`src/rtl/packet_snooper_pkg.sv`:
```
// Shared types and widths for the packet snooper write path.
// Stream word width is shared with the packet memory.
package packet_snooper_pkg;

  localparam int SNOOP_W = 64;
  localparam int KEEP_W  = SNOOP_W / 8;
  localparam int BCNT_W  = 4;

  typedef enum logic [1:0] {
    IDLE,
    RECV,
    DROP,
    DONE
  } state_e;

endpackage

```
`src/rtl/packet_snooper_keep_bytecount.sv`:
```
// Contiguous keep mask to byte count (0..8), combinational.
// Shared with the forwarder so both agree on packet lengths.
module packet_snooper_keep_bytecount
  import packet_snooper_pkg::*;
(
  input  logic [KEEP_W-1:0] keep,
  output logic [BCNT_W-1:0] bcnt
);

  always_comb begin
    bcnt = '0;
    for (int i = 0; i < KEEP_W; i++) begin
      bcnt = bcnt + BCNT_W'(keep[i]);
    end
  end

endmodule

```
`src/rtl/packet_snooper.sv`:
```
// Ping/pong packet memory write-side snooper with done/ack handshake.
// Optional SNOOPER_DROP_CNT_EN adds a saturating overflow-packet counter.
module packet_snooper
  import packet_snooper_pkg::*;
#(
  parameter int ADDR_WIDTH = 10
) (
  input  logic                    clk,
  input  logic                    rst,
  input  logic [63:0]             snoop_data,
  input  logic [7:0]              snoop_keep,
  input  logic                    snoop_last,
  input  logic                    snoop_valid,
  output logic                    snoop_ready,
  input  logic                    buf_avail,
  output logic [ADDR_WIDTH-1:0]   wr_addr,
  output logic [63:0]             wr_data,
  output logic                    wr_en,
  output logic                    done,
  output logic [ADDR_WIDTH+3:0]   byte_len,
`ifdef SNOOPER_DROP_CNT_EN
  output logic [31:0]             drop_cnt,
`endif
  input  logic                    done_ack
);

  localparam int CW   = ADDR_WIDTH + 1;
  localparam int BL_W = ADDR_WIDTH + 4;
  localparam logic [CW-1:0] FULL = {1'b1, {ADDR_WIDTH{1'b0}}};

  state_e                state_q, state_d;
  logic [CW-1:0]         cnt_q, cnt_d;
  logic [ADDR_WIDTH-1:0] wr_addr_q, wr_addr_d;
  logic [SNOOP_W-1:0]    wr_data_q, wr_data_d;
  logic                  wr_en_q, wr_en_d;
  logic                  done_q, done_d;
  logic [BL_W-1:0]       byte_len_q, byte_len_d;
  logic [BCNT_W-1:0]     bcnt;
  logic                  accept;

  packet_snooper_keep_bytecount u_bytecount (
    .keep (snoop_keep),
    .bcnt (bcnt)
  );

  assign snoop_ready = (state_q == RECV) || (state_q == DROP);
  assign accept      = snoop_valid && snoop_ready;

  always_comb begin
    state_d    = state_q;
    cnt_d      = cnt_q;
    wr_addr_d  = wr_addr_q;
    wr_data_d  = wr_data_q;
    wr_en_d    = 1'b0;
    done_d     = done_q;
    byte_len_d = byte_len_q;
    unique case (state_q)
      IDLE: begin
        if (buf_avail) state_d = RECV;
      end
      RECV: begin
        if (accept) begin
          // Buffer already full: this beat overflows the packet.
          if (cnt_q == FULL) begin
            if (snoop_last) cnt_d = '0;
            else            state_d = DROP;
          end else begin
            wr_en_d   = 1'b1;
            wr_addr_d = cnt_q[ADDR_WIDTH-1:0];
            wr_data_d = snoop_data;
            cnt_d     = cnt_q + CW'(1);
            if (snoop_last) begin
              byte_len_d = {1'b0, cnt_q[ADDR_WIDTH-1:0], 3'b000}
                         + BL_W'(bcnt);
              state_d    = DONE;
            end
          end
        end
      end
      DROP: begin
        if (accept && snoop_last) begin
          cnt_d   = '0;
          state_d = RECV;
        end
      end
      DONE: begin
        if (done_q && done_ack) begin
          done_d  = 1'b0;
          cnt_d   = '0;
          state_d = buf_avail ? RECV : IDLE;
        end else begin
          done_d  = 1'b1;
        end
      end
      default: state_d = IDLE;
    endcase
  end

  always_ff @(posedge clk or posedge rst) begin
    if (rst) begin
      state_q    <= IDLE;
      cnt_q      <= '0;
      wr_addr_q  <= '0;
      wr_data_q  <= '0;
      wr_en_q    <= 1'b0;
      done_q     <= 1'b0;
      byte_len_q <= '0;
    end else begin
      state_q    <= state_d;
      cnt_q      <= cnt_d;
      wr_addr_q  <= wr_addr_d;
      wr_data_q  <= wr_data_d;
      wr_en_q    <= wr_en_d;
      done_q     <= done_d;
      byte_len_q <= byte_len_d;
    end
  end

  assign wr_addr  = wr_addr_q;
  assign wr_data  = wr_data_q;
  assign wr_en    = wr_en_q;
  assign done     = done_q;
  assign byte_len = byte_len_q;

`ifdef SNOOPER_DROP_CNT_EN
  logic [31:0] drop_cnt_q, drop_cnt_d;

  always_comb begin
    drop_cnt_d = drop_cnt_q;
    if (state_q == RECV && accept && cnt_q == FULL
        && drop_cnt_q != 32'hFFFF_FFFF) begin
      drop_cnt_d = drop_cnt_q + 32'd1;
    end
  end

  always_ff @(posedge clk or posedge rst) begin
    if (rst) drop_cnt_q <= '0;
    else     drop_cnt_q <= drop_cnt_d;
  end

  assign drop_cnt = drop_cnt_q;
`endif

endmodule

```
`config.mk`:
```
export PLATFORM = sky130hd
export DESIGN_NAME = packet_snooper
export DESIGN_NICKNAME = d
export VERILOG_FILES = /design/src/rtl/packet_snooper_pkg.sv /design/src/rtl/packet_snooper_keep_bytecount.sv /design/src/rtl/packet_snooper.sv
export SDC_FILE = /design/constraint.sdc
export NUM_CORES = 1
export LEC_CHECK = 0
export ABC_AREA = 0
export CORE_ASPECT_RATIO = 1.4
export CORE_MARGIN = 1
export CORE_UTILIZATION = 40
export CTS_CLUSTER_DIAMETER = 50
export DETAILED_ROUTE_END_ITERATION = 7
export PLACE_DENSITY = 0.73
export SLEW_MARGIN = 20
export SYNTH_ARGS = -nofsm -noshare
export SYNTH_HDL_FRONTEND = slang
export SYNTH_HIERARCHICAL = 1
export SYNTH_SLANG_ARGS = --single-unit
export TNS_END_PERCENT = 1
```
`constraint.sdc`:
```
create_clock -name clk -period 4.15 [get_ports clk]
set_clock_uncertainty 0.05 [all_clocks]
set_input_delay 0.415 -clock clk [delete_from_list [all_inputs] [get_ports clk]]
set_output_delay 0.415 -clock clk [all_outputs]
set_load 0.1 [all_outputs]
```
==> metrics.csv, run 1 <==
metric,value,unit
clk_lat worst skew,0.34,ns
antenna violations before repair,0,
series of cell instances along the critical path,clkdlybuf4s50_1 -> inv_1 -> fa_1 -> fa_1 -> fa_1 -> inv_1 -> ha_1 -> a21oi_1 -> nor2b_1 -> ha_1 -> ha_1 -> nand3_1 -> nor2_1 -> xnor2_1 -> a21oi_1,
TritonCTS Sinks,103,
Worst Setup Path Type,in -> reg,
Mapped Avg Cell Area,13.1,sq um
headroom to the max-slew limit,32.4,%
number of synthesized register bits,103,
horizontal extent of the die,93.1,microns
CTS H-Tree Depth,3,
critical path required time,4.29,ns
post-layout minimum cycle time,3.62,ns
post-synthesis instance total,355,
routability-driven placement congestion ratio,0.852,
Overflow after GRT,0,
root buf cell,sky130_fd_sc_hd__clkbuf_16,
cells taking the most area after synthesis,"sky130_fd_sc_hd__dfrtp_1, sky130_fd_sc_hd__mux2_1, sky130_fd_sc_hd__mux2_2, sky130_fd_sc_hd__ha_1, sky130_fd_sc_hd__inv_1",
DRC violations left,0,
number of primary I/O pins,169,
estimated wirelength of the detail-placed design,7680,microns
Max Fclk,0.277,GHz
gate family responsible for the most delay along the worst path,adder cells,
clock tree from TritonCTS,yes,
1st-pass router iterations,4,
Routed WL,10300,microns
"Top FF cell, synth",sky130_fd_sc_hd__dfrtp_1,
clock edge transition at the registers on the reported setup and hold paths,0.07,ns
total global-route track usage,17.9,%
critical path arrival,3.75,ns
Final TNS setup,0,ns
final routed wire length divided by cell count,15.5,microns
signed area change from the synthesized netlist to the final layout,43.9,%
max-slew violations,0,
number of buffers inserted by hold repair at cts,0,
post-synthesis cell type with the largest combined area,sky130_fd_sc_hd__dfrtp_1,
fraction of layout instances using a drive strength above 1,10.5,%
area of the die,12100,sq um
placeable core region,11300,sq um
Critical Path Start Type,primary input,
pin slew with the least headroom to its limit,1.01,ns
cell area after synthesis,4650,sq um
Via Count,3314,
final net count,614,
final critical-path share of the clock period,87.1,%
sequential-to-total area share from yosys stat,55.4,%
"Async S/R FF share, synth",100,%
startpoint of the lowest-slack hold path,wr_data[23],
max-capacitance violation count,0,
number of enable flip-flop cells after synthesis,0,
final setup fails,0,
Initial Util,41.0,%
ant diodes,0,
outcome,"finished, final reports clean",
maximum number of pins on one net before global-route repair,75,
"commonest non-fill, non-tap cell in the layout",sky130_fd_sc_hd__clkdlybuf4s50_1,
global-route wire length before repair,16700,microns
worst-path fanout max,3,
r2r startpoint,cnt_q[5],
via count of the first global-routing pass,3518,
antenna-violating nets left,0,
die height,130,microns
unrepaired setup endpoints after global routing,no,
hold violation count in the final report,0,
Tightest Hold Check Type,reg -> reg,
count of buffers from port buffering,168,
setup repair bufs after CTS,0,
CP endpoint kind,register,
synth unique cells,42,
total buffers and inverters traversed by the critical path,3,
CP max stage delay,0.55,ns
area share of the largest cell type after synthesis,55.4,%
count of instances resized after the clock tree is built,0,
floorplan row count,46,
most used cells in the layout excluding fill and tap cells,"sky130_fd_sc_hd__clkdlybuf4s50_1, sky130_fd_sc_hd__dfrtp_1, sky130_fd_sc_hd__mux2_1, sky130_fd_sc_hd__mux2_2, sky130_fd_sc_hd__inv_1",
Yosys warning count,6,
total nets after synthesis,450,
clock buffers created by TritonCTS,9,
post-DR vias/cell,4.96,
slowest cell on the critical path,sky130_fd_sc_hd__fa_1,
start point of the critical path,snoop_keep[0],
Max clock buf depth,2,
starting DRC count in detailed routing,150,
final-layout fill cell count,958,
[Yosys cell counts (2+ instances only)]
library cell	n
sky130_fd_sc_hd__xor2_1	4
sky130_fd_sc_hd__nor2b_1	2
sky130_fd_sc_hd__o2111ai_1	3
sky130_fd_sc_hd__nand2b_1	4
sky130_fd_sc_hd__inv_1	24
sky130_fd_sc_hd__clkbuf_1	9
sky130_fd_sc_hd__fa_1	4
sky130_fd_sc_hd__dfrtp_1	103
sky130_fd_sc_hd__nor2_1	15
sky130_fd_sc_hd__mux2_1	50
sky130_fd_sc_hd__xnor2_1	5
sky130_fd_sc_hd__and4_1	2
sky130_fd_sc_hd__buf_8	5
sky130_fd_sc_hd__nand3_1	15
sky130_fd_sc_hd__ha_1	13
sky130_fd_sc_hd__a21oi_1	10
sky130_fd_sc_hd__nand2_1	5
sky130_fd_sc_hd__and3_1	4
sky130_fd_sc_hd__buf_4	2
sky130_fd_sc_hd__nand4_1	6
sky130_fd_sc_hd__a31oi_1	12
sky130_fd_sc_hd__o21ai_0	9
sky130_fd_sc_hd__mux2_2	30
[routing by layer]
metal | global-route usage [%] | wire [microns]
met1 | 19.7 | 4050
met5 | 0 | 0
met3 | 4.28 | 435
met4 | 5.34 | 99
met2 | 33.7 | 5750
[final timing paths]
path | end | slack [ns] | depth (start not counted)
hold reg to reg | wr_data[23] | 0.44 | 1
setup reg to reg | wr_data[6] | 1.25 | 5
setup / recovery | byte_len[11] | 0.53 | 15
hold / removal | wr_data[23] | 0.44 | 1
min in group asynchronous | wr_data[7] | 0.56 | 2
max in group asynchronous | wr_addr[9] | 2.54 | 3
[cells by family after synthesis]
family | after synthesis | synth area share (%)
buffers and inverters | 42 | 4.95
AO/OA/AOI/OAI | 39 | 5.17
flip-flops | 103 | 55.4
adder cells (fa/ha/maj) | 17 | 5.22
AND/OR/NAND/NOR | 64 | 7.96
XOR/XNOR | 9 | 1.69
multiplexers | 81 | 19.6
[registers in the layout, indices dropped and copies added, names as in the netlist]
| register | count |
|---|---|
| wr_data | 64 |
| state_q | 2 |
| wr_addr | 10 |
| done | 1 |
| byte_len | 14 |
| cnt_q | 11 |
| wr_en | 1 |
[layout make-up]
type	instances	area (sq um)	share of cell area, %
inverter	24	92.6	1.38
clock inverter	6	43.8	0.654
timing repair buffer	171	1720	25.7
sequential	103	2580	38.5
clock buffer	10	229	3.42
tap	144	180	2.69
multi-input combinational	210	1850	27.7
[stage by stage]
stage          setup slack, ns  instances  utilization [%]  hold slack (ns)  instance area (sq um)
6_report                 0.534        668             59.0            0.443                   6690
5_1_grt                  0.313        668             59.0            0.455                   6690
4_1_cts                  0.531        668             59.0            0.448                   6690
3_5_place_dp             0.170        652             56.6            0.432                   6420
3_3_place_gp             0.305        652             56.6            0.423                   6420
2_1_floorplan            0.878        355                -            0.462                   4650
Power of run 1 is not shown: default switching activity piles up to over one toggle a cycle in this logic, so the estimate is an artifact.
==> run 2: changes to the inputs <==
- CAP_MARGIN: unset -> 20
==> results of run 2 <==
No change in the layout: final DEF, timing and power equal those of run 1.
Power of run 2 is left out for the same reason.
==> run 3: changes to the inputs <==
--- a/config.mk
+++ b/config.mk
@@ -7,3 +7,3 @@
 export LEC_CHECK = 0
-export ABC_AREA = 0
+export ABC_AREA = 1
 export CAP_MARGIN = 20
==> constraint.sdc (replaced) <==
create_clock -name clk -period 4.15 [get_ports clk]
set_clock_uncertainty 0.05 [all_clocks]
set_input_delay 0.83 -clock clk [delete_from_list [all_inputs] [get_ports clk]]
set_output_delay 0.83 -clock clk [all_outputs]
set_load 0.1 [all_outputs]
==> metrics.csv, run 3 <==
metric,value,unit
starting DRC count in detailed routing,175,
Mapped Avg Cell Area,8.31,sq um
headroom to the max-slew limit,27.6,%
clk_lat worst skew,0.34,ns
CP max stage delay,0.55,ns
die height,131,microns
max-slew violations,0,
maximum number of pins on one net before global-route repair,84,
"Top FF cell, synth",sky130_fd_sc_hd__dfrtp_1,
antenna violations before repair,0,
horizontal extent of the die,94.3,microns
DRC violations left,0,
most used cells in the layout excluding fill and tap cells,"sky130_fd_sc_hd__nand2_1, sky130_fd_sc_hd__clkdlybuf4s50_1, sky130_fd_sc_hd__dfrtp_1, sky130_fd_sc_hd__inv_1, sky130_fd_sc_hd__nor2_1",
Post-synth top cells,"sky130_fd_sc_hd__nand2_1, sky130_fd_sc_hd__dfrtp_1, sky130_fd_sc_hd__inv_1",
area share of the largest cell type after synthesis,54.1,%
number of buffers inserted by hold repair at cts,0,
final critical-path share of the clock period,94.2,%
CP endpoint kind,register,
clock edge transition at the registers on the reported setup and hold paths,0.07,ns
number of primary I/O pins,169,
slowest cell on the critical path,sky130_fd_sc_hd__fa_1,
critical path required time,4.29,ns
final net count,832,
routability-driven placement congestion ratio,0.917,
via count of the first global-routing pass,4104,
estimated wirelength of the detail-placed design,8800,microns
Critical Path Start Type,primary input,
worst-path fanout max,3,
critical path arrival,4.05,ns
unrepaired setup endpoints after global routing,no,
number of synthesized register bits,103,
cell area after synthesis,4770,sq um
post-synthesis instance total,574,
Yosys warning count,6,
fraction of layout instances using a drive strength above 1,4.05,%
TritonCTS Sinks,103,
final critical-path setup slack,0.242,ns
CTS H-Tree Depth,3,
synth unique cells,22,
post-route cell area,6830,sq um
Max clock buf depth,2,
placeable core region,11500,sq um
series of cell instances along the critical path,clkdlybuf4s50_1 -> inv_1 -> fa_1 -> fa_1 -> fa_1 -> inv_1 -> ha_1 -> nand3_1 -> nand2_1 -> ha_1 -> ha_1 -> inv_1 -> nor2_2 -> nand2_1 -> xor2_1 -> o21ai_0,
Via Count,4177,
Overflow after GRT,0,
final setup fails,0,
outcome,"finished, final reports clean",
post-synthesis cell type with the largest combined area,sky130_fd_sc_hd__dfrtp_1,
number of enable flip-flop cells after synthesis,0,
global-route wire length before repair,19400,microns
root buf cell,sky130_fd_sc_hd__clkbuf_16,
Tightest Hold Check Type,reg -> reg,
Routed WL,12200,microns
Initial Util,41.6,%
signed area change from the synthesized netlist to the final layout,43.3,%
clock buffers created by TritonCTS,9,
dpl cell area,6510,sq um
post-layout minimum cycle time,3.91,ns
cells taking the most area after synthesis,"sky130_fd_sc_hd__dfrtp_1, sky130_fd_sc_hd__nand2_1, sky130_fd_sc_hd__ha_1, sky130_fd_sc_hd__inv_1, sky130_fd_sc_hd__xor2_1",
final hold slack,0.429,ns
antenna-violating nets left,0,
Worst Setup Path Type,in -> reg,
"commonest non-fill, non-tap cell in the layout",sky130_fd_sc_hd__nand2_1,
post-DR vias/cell,4.72,
sequential-to-total area share from yosys stat,54.1,%
floorplan row count,46,
library cell with the highest instance count after synthesis,sky130_fd_sc_hd__nand2_1,
clock tree from TritonCTS,yes,
number of flip-flops under the largest register name,64,
Max Fclk,0.256,GHz
total global-route track usage,20.0,%
ant diodes,0,
total buffers and inverters traversed by the critical path,4,
"Async S/R FF share, synth",100,%
hold violation count in the final report,0,
final routed wire length divided by cell count,13.7,microns
1st-pass router iterations,4,
area of the die,12400,sq um
max-capacitance violation count,0,
post-place setup slack,-0.108,ns
total nets after synthesis,669,
pin slew with the least headroom to its limit,1.08,ns
gate family responsible for the most delay along the worst path,adder cells,
count of buffers from port buffering,168,
-- run 3: changes by cell type in the layout (fill, tap and decap cells not counted), moves of 5 or more --
cell                      change
sky130_fd_sc_hd__nand2_1    +305
sky130_fd_sc_hd__mux2_1      -50
sky130_fd_sc_hd__a21oi_1      -8
sky130_fd_sc_hd__a31oi_1     -12
sky130_fd_sc_hd__mux2_2      -30
sky130_fd_sc_hd__xor2_1      +11
sky130_fd_sc_hd__o21ai_1      +5
sky130_fd_sc_hd__o21ai_0      +5
sky130_fd_sc_hd__inv_1       +18
sky130_fd_sc_hd__nor2_1       +5
-- run 3: final timing paths --
path / cells after the start / to / startpoint / slack, ns
worst max-delay path: 16 / byte_len[11] / snoop_keep[0] / 0.24
worst min register to register: 2 / wr_data[1] / wr_data[1] / 0.43
worst min-delay path: 2 / wr_data[1] / wr_data[1] / 0.43
max in group asynchronous: 3 / wr_data[58] / rst / 2.19
min in group asynchronous: 2 / wr_data[30] / rst / 0.99
worst max register to register: 11 / wr_data[15] / cnt_q[0] / 1.69
-- run 3: what timing repair did --
action	4_1_cts	5_1_grt
gates resized for setup	0	1
endpoints found under the setup margin	0	1
buffers inserted	0	0
endpoints found under the hold margin	0	0
-- run 3: logic make-up (layout without fill, tap and decap cells) --
logic type                 count (synthesis)  count (layout)  synth area share [%]
and+or+nand+nor                          350             350                  28.5
DFF                                      103             103                  54.1
buffers and inverters                     65             232                  6.90
AOI/OAI and AO/OA                         22              22                  2.36
adders and majority gates                 17              17                  5.09
xor gates and xnor gates                  17              17                  3.12
-- run 3: cell type report --
cell class	instances	area (sq um)
Clock inverter	5	82.6
Fill cell	995	4620
Multi-Input combinational cell	406	1860
Timing Repair Buffer	174	1730
Inverter	43	164
Tap cell	144	180
Sequential cell	103	2580
Clock buffer	10	239
-- run 3: through the flow --
stage / instances / TNS, ns / utilization [%]
detailed placement: 870 / -0.254 / 56.8
global route: 885 / 0 / 59.7
finish: 885 / 0 / 59.7
CTS: 885 / 0 / 59.6
floorplan: 574 / 0 / -
global placement: 870 / -0.0273 / 56.8
-- run 3: layer usage --
metal / track usage (%) / wire [microns] / share of wire, %
met1: 24.1 / 4960 / 41
met2: 34.0 / 5870 / 48
met3: 4.63 / 1020 / 8.4
met4: 7.26 / 305 / 2.5
met5: 0 / 0 / 0
-- run 3: worst register-to-register path: stages, from the launching register on --
cell and delay, ns:
sky130_fd_sc_hd__dfrtp_1 0.46, sky130_fd_sc_hd__inv_1 0.15, sky130_fd_sc_hd__ha_1 0.24, sky130_fd_sc_hd__nand2_1 0.08, sky130_fd_sc_hd__inv_1 0.04, sky130_fd_sc_hd__nand2_1 0.08, sky130_fd_sc_hd__nor2_2 0.06, sky130_fd_sc_hd__nor2_2 0.11
sky130_fd_sc_hd__nand2_2 0.07, sky130_fd_sc_hd__inv_2 0.76, sky130_fd_sc_hd__nand2_1 0.20, sky130_fd_sc_hd__nand2_1 0.10
Power of run 3 is left out for the same reason.
